<file path="src/rtl/multicycle_ctrl_fsm.sv">
// multicycle_ctrl_fsm: IF/ID/EX/MEM/WB sequencer with memory wait-state timeout,
// illegal-encoding trap and per-class instruction length.
module multicycle_ctrl_fsm #(
   parameter int FUNC_W   = 5,
   parameter int TIMEOUT  = 16,
   parameter int STRICT_M = 1
) (
   input  logic              clk,
   input  logic              rst,
   input  logic [3:0]        opcode,
   input  logic              m,
   input  logic              gt,
   input  logic              lt,
   input  logic              eq,
   input  logic              mem_ready,
   output logic              pc_en,
   output logic              ir_en,
   output logic              reg_en,
   output logic              mem_read,
   output logic              mem_write,
   output logic [1:0]        pc_src,
   output logic [1:0]        busw_src,
   output logic [1:0]        rw_sel,
   output logic [1:0]        opb_src,
   output logic              opa_src,
   output logic              sign_ext,
   output logic              wr_byte,
   output logic              sign_w2b,
   output logic [FUNC_W-1:0] alu_func,
   output logic [2:0]        state,
   output logic              instr_done,
   output logic              illegal,
   output logic              mem_fault
);
   localparam logic [2:0] S_IDLE = 3'd0;
   localparam logic [2:0] S_IF   = 3'd1;
   localparam logic [2:0] S_ID   = 3'd2;
   localparam logic [2:0] S_EX   = 3'd3;
   localparam logic [2:0] S_MEM  = 3'd4;
   localparam logic [2:0] S_WB   = 3'd5;
   localparam logic [2:0] S_TRAP = 3'd6;

   logic [2:0] r_state, w_next;
   logic [3:0] r_op, w_op;
   logic       r_m, w_m;
   logic [7:0] r_wait;
   logic       r_illegal, r_fault;
   logic       w_itype, w_load, w_store, w_br, w_jmp, w_call, w_bad, w_taken;
   logic       w_active, w_wait, w_timeout, w_final;

   // In ID the class comes straight from IR; afterwards from the latched copy
   assign w_op      = (r_state == S_ID) ? opcode : r_op;
   assign w_m       = (r_state == S_ID) ? m : r_m;
   assign w_itype   = w_op == 4'd3 || w_op == 4'd4;
   assign w_load    = w_op == 4'd5 || w_op == 4'd6;
   assign w_store   = w_op == 4'd7 || w_op == 4'd15;
   assign w_br      = w_op[3:2] == 2'b10;
   assign w_jmp     = w_op[3:2] == 2'b11 && w_op != 4'd15;
   assign w_call    = w_op == 4'd13;
   assign w_bad     = STRICT_M != 0 && w_m && !(w_itype || w_op == 4'd6 || w_br);
   assign w_taken   = w_op[1] ? (w_op[0] ? !eq : eq) : (w_op[0] ? lt : gt);
   assign w_active  = r_state >= S_ID && r_state <= S_WB;
   assign w_wait    = (r_state == S_IF || r_state == S_MEM) && !mem_ready;
   assign w_timeout = w_wait && r_wait == 8'(TIMEOUT - 1);

   always_comb begin
      case (r_state)
         S_IDLE:  w_next = S_IF;
         S_IF:    w_next = w_timeout ? S_TRAP : mem_ready ? S_ID : S_IF;
         S_ID:    w_next = w_bad ? S_TRAP : w_jmp ? S_IF : S_EX;
         S_EX:    w_next = (w_load || w_store) ? S_MEM : w_br ? S_IF : S_WB;
         S_MEM:   w_next = w_timeout ? S_TRAP : !mem_ready ? S_MEM : w_load ? S_WB : S_IF;
         S_WB:    w_next = S_IF;
         default: w_next = S_TRAP;
      endcase
   end

   // Every return to IF from a working state is an instruction's last cycle
   assign w_final    = w_next == S_IF && r_state != S_IDLE && r_state != S_IF;
   assign pc_en      = w_final;
   assign instr_done = w_final;
   assign ir_en      = r_state == S_IF && mem_ready;
   assign mem_read   = r_state == S_IF || (r_state == S_MEM && w_load);
   assign mem_write  = r_state == S_MEM && w_store;
   assign reg_en     = r_state == S_WB || (w_final && w_call);
   assign pc_src     = (w_final && r_state == S_ID) ? (w_op == 4'd14 ? 2'b11 : 2'b10) :
                       (w_final && r_state == S_EX && w_taken) ? 2'b01 : 2'b00;
   assign busw_src   = !w_active ? 2'b00 : w_load ? 2'b01 : w_call ? 2'b10 : 2'b00;
   assign rw_sel     = (w_active && w_call) ? 2'b01 : 2'b00;
   assign opb_src    = !w_active ? 2'b00 : w_itype ? 2'b01 : (w_br && w_m) ? 2'b10 : 2'b00;
   assign opa_src    = 1'b0;
   assign sign_ext   = w_active && w_itype && w_m;
   assign wr_byte    = w_active && w_op == 4'd6;
   assign sign_w2b   = w_active && w_op == 4'd6 && w_m;
   assign alu_func   = w_active ? FUNC_W'({w_op, w_m}) : '0;
   assign state      = r_state;
   assign illegal    = r_illegal;
   assign mem_fault  = r_fault;

   always_ff @(posedge clk) begin
      if (rst) begin
         r_state   <= S_IDLE;
         r_op      <= 4'd0;
         r_m       <= 1'b0;
         r_wait    <= 8'd0;
         r_illegal <= 1'b0;
         r_fault   <= 1'b0;
      end else begin
         r_state   <= w_next;
         r_op      <= w_op;
         r_m       <= w_m;
         r_wait    <= (w_wait && w_next == r_state) ? r_wait + 8'd1 : 8'd0;
         r_illegal <= r_illegal | (r_state == S_ID && w_bad);
         r_fault   <= r_fault | w_timeout;
      end
   end
endmodule

</file>
<file path="config.mk">
export PLATFORM = sky130hd
export DESIGN_NAME = multicycle_ctrl_fsm
export DESIGN_NICKNAME = d
export VERILOG_FILES = /design/src/rtl/multicycle_ctrl_fsm.sv
export SDC_FILE = /design/constraint.sdc
export NUM_CORES = 1
export LEC_CHECK = 0
export BUFFER_PORTS_ARGS = -buffer_cell sky130_fd_sc_hd__buf_2
export CAP_MARGIN = 20
export CORE_MARGIN = 1.5
export CORE_UTILIZATION = 52
export DETAILED_ROUTE_END_ITERATION = 7
export PLACE_DENSITY = 0.8
export SYNTH_ARGS = -nofsm -noshare
export SYNTH_HDL_FRONTEND = slang
export SYNTH_SLANG_ARGS = --single-unit
</file>
<file path="constraint.sdc">
create_clock -name clk -period 2.63 [get_ports clk]
set_clock_uncertainty 0.2 [all_clocks]
set_input_delay 0.263 -clock clk [delete_from_list [all_inputs] [get_ports clk]]
set_output_delay 0.263 -clock clk [all_outputs]
set_load 0.02 [all_outputs]
</file>
==> impl_metrics.csv <==
group,metric,value,unit
timing,timing.final.crit_share,95.7,%
die,rows,18,
synth,synth_top_family_by_area,"simple AND/OR/NAND/NOR gates",
route,dr.pass1.iters,4,
timing,finalSetupViolations,0,
die,ios,39,
setup_path,critPathKind,"flip-flop to output pin",
synth,async_reset_ff_share,0,%
clock_network,insertion_delay,0.29,ns
global_routing,grt_pass1_wl,5.50,mm
synth,synth_compound_area_share,18.6,%
pwr,p_leak,0.000667,uW
status,outcome,"finished clean",
setup_path,path_buf_inv,1,
route,vias_per_cell,5.87,
synth,synth_seq_cells,18,
setup_path,cp.required,2.17,ns
synth,synth_adder_area_share,0.912,%
finish,fillers,212,
clock_network,cts-root-buf,"clkbuf_4",
die,start_util,55.4,%
route,antenna_left,0,
min_path,holdPathStages,3,
setup_path,crit_chain,"ha_2, and3_4, o211ai_1, nand4_4, a2111oi_4, o21a_1, buf_4",
setup_path,worstPathArrival,2.06,ns
pwr,vdd_ir_drop_max,0.317,mV
placement,hpwl,2.72,mm
synth,synthTopCellsByCount,"nor2_1 (21), nand2_1 (20), dfxtp_1 (18)",
die,dieArea,0.00295,mm^2
synth,synth_top_area_share,26.3,%
die,die_h,54.4,um
global_routing,antenna_found_initial,0,
finish,final_util,66.7,%
synth,synth.avg_cell_area,7.45,um^2
timing,hold_slack,0.0286,ns
route,routedWlPerCell,14.7,um
clock_network,cts_max_level,1,
min_path,hp-class,"input port to flip-flop",
route,drt-initial-drc-count,53,
clock_network,cts.sinks,18,
setup_path,end_kind,"output pin",
synth,ys_types,48,
synth,synth-simple-area-share,37.2,%
synth,synth_edf_count,0,
placement,gp_congestion,0.921,
setup_path,cpPeakStageDelay,0.39,ns
timing,slew_viol_final,0,
synth,yosysSeqAreaShare,26.3,%
finish,drive_gt1_share,33.8,%
placement,portBuffers,36,
timing,finalHoldViolCount,0,
finish,fin_nets,229,
finish,antenna_cells,0,
setup_path,rr_startpoint,"r_wait[0]",
global_routing,grt_pass1_vias,1244,
clock_network,cts_inserted_buffers,3,
clock_network,cts_tree,"yes",
global_routing,grt_max_degree,14,
setup_path,critical-path-top-delay-family,"compound AO/OA/AOI/OAI gates",
clock_network,ctsHoldBuffers,0,
synth,ys.flop_type,"dfxtp_1",
setup_path,r2r_end,"r_wait[7]",
setup_path,cp_slowest_cell,"a2111oi_4",
route,vias,1444,
setup_path,reg2reg_depth,6,
timing,clock.fmax,397,MHz
min_path,min_from,"m",
min_path,whs_endpoint,"r_m",
flow_run,cap_viol_max_count,0,
synth,ys_warn_count,0,
die,die_w,54.4,um
route,routed_wl,3.62,mm
pwr,p_per_area,410,mW/mm^2
synth,synth_top_area_cell,"dfxtp_1",
clock_network,clk_pin_slew,0.10,ns
synth,synth.area.mux_share,3.65,%
synth,netlist_top_cells_area,"dfxtp_1 (26%), a21oi_1 (6.2%), nor2_1 (5.7%)",
synth,yosys.area_share.xor_xnor,5.11,%
route,drc,0,
setup_path,cp_max_fo,5,
global_routing,overflow,0,
setup_path,reg2reg_setup_slack,0.56,ns
synth,yosysMostFrequentCell,"nor2_1",
timing,period_minus_slack,2.52,ns
synth,synth_cells,184,
synth,netlist_area,0.00137,mm^2
die,coreArea,0.00248,mm^2
clock_network,clock_path_buffers,2,
global_routing,grt.total_usage,25.3,%
finish,area_growth_syn_to_layout,20.4,%
setup_path,cp-start-kind,"flip-flop",
worst reg2reg max path, delay by kind of cell, from the launching register on:
family | cells | cell delay, ns
simple gates | 4 | 1.13
flops | 1 | 0.34
fa+ha+maj | 1 | 0.20
compound gates | 1 | 0.15
per-layer routing:
metal	wire length, um	track usage [%]
met2	1900	43.4
met3	269	3.55
met4	112	11.7
met1	1340	31.1
met5	0	0
through the flow:
step / setup TNS, ns / power, uW / cell area, um^2 / worst slack [ns] / cells
global route: -0.00567 / 716 / 1650 / -0.00567 / 246
detailed placement: 0 / 500 / 1550 / 0.197 / 239
floorplan: 0 / 451 / 1390 / 0.111 / 185
CTS: 0 / 669 / 1590 / 0.0104 / 243
global placement: 0 / 494 / 1550 / 0.295 / 239
finish: 0 / 678 / 1650 / 0.112 / 246
registers in the layout, summed over array words and instances (netlist names):
signal and count:
r_wait 8, mem_fault 1, r_op 4, illegal 1, r_m 1, state 3
how the worst max path moves through the flow:
stage / endpoint / cells past startpoint / from / slack (ns)
2_1_floorplan: pc_src[0] / 5 / state[0] / 0.11
3_3_place_gp: pc_src[0] / 5 / state[2] / 0.30
3_5_place_dp: pc_src[0] / 5 / state[2] / 0.20
4_1_cts: reg_en / 8 / r_wait[0] / 0.01
5_1_grt: pc_src[0] / 7 / r_wait[0] / -0.006
6_report: pc_src[0] / 7 / r_wait[0] / 0.11
where the power goes:
| part | internal [uW] | switching [uW] |
|---|---|---|
| logic | 79.3 | 128 |
| clock network | 84.3 | 84.6 |
| registers | 283 | 18.0 |
repair_timing:
action	in CTS	in global routing
endpoints found under the setup margin	3	4
gates resized for setup	3	12
pin swaps	1	2
setup buffers	0	3
cell families after synthesis:
logic type                 Yosys count
muxes                                5
other                                1
DFF                                 18
adders and majority gates            1
buffers and inverters               21
xor gates and xnor gates             8
and+or+nand+nor                     91
AOI/OAI and AO/OA                   39
cell usage in the layout (no fill, tap or decap), types with 3 or more instances in the layout:
master,synthesis,layout
buf_2,3,36
nor2_1,21,21
nand2_1,20,20
a21oi_1,17,17
dfxtp_1,18,13
buf_4,3,8
nor2b_1,8,7
nor2_2,7,7
nand2b_1,6,6
o21ai_0,6,6
mux2i_1,5,5
xnor2_1,4,4
xor2_1,4,4
inv_1,4,4
and2_1,4,4
nand3_1,4,4
dfxtp_2,0,4
nand4b_1,3,3
clkbuf_4,0,3
cell type report:
cell class,instances,area (um^2),share of cell area [%]
clock buffer,4,36.3,2.20
multi-input combinational,146,953,57.7
inverter,4,15.0,0.909
timing repair buffer,44,240,14.5
sequential,18,369,22.3
tap,30,37.5,2.27
(Power assumes the default switching activity.)
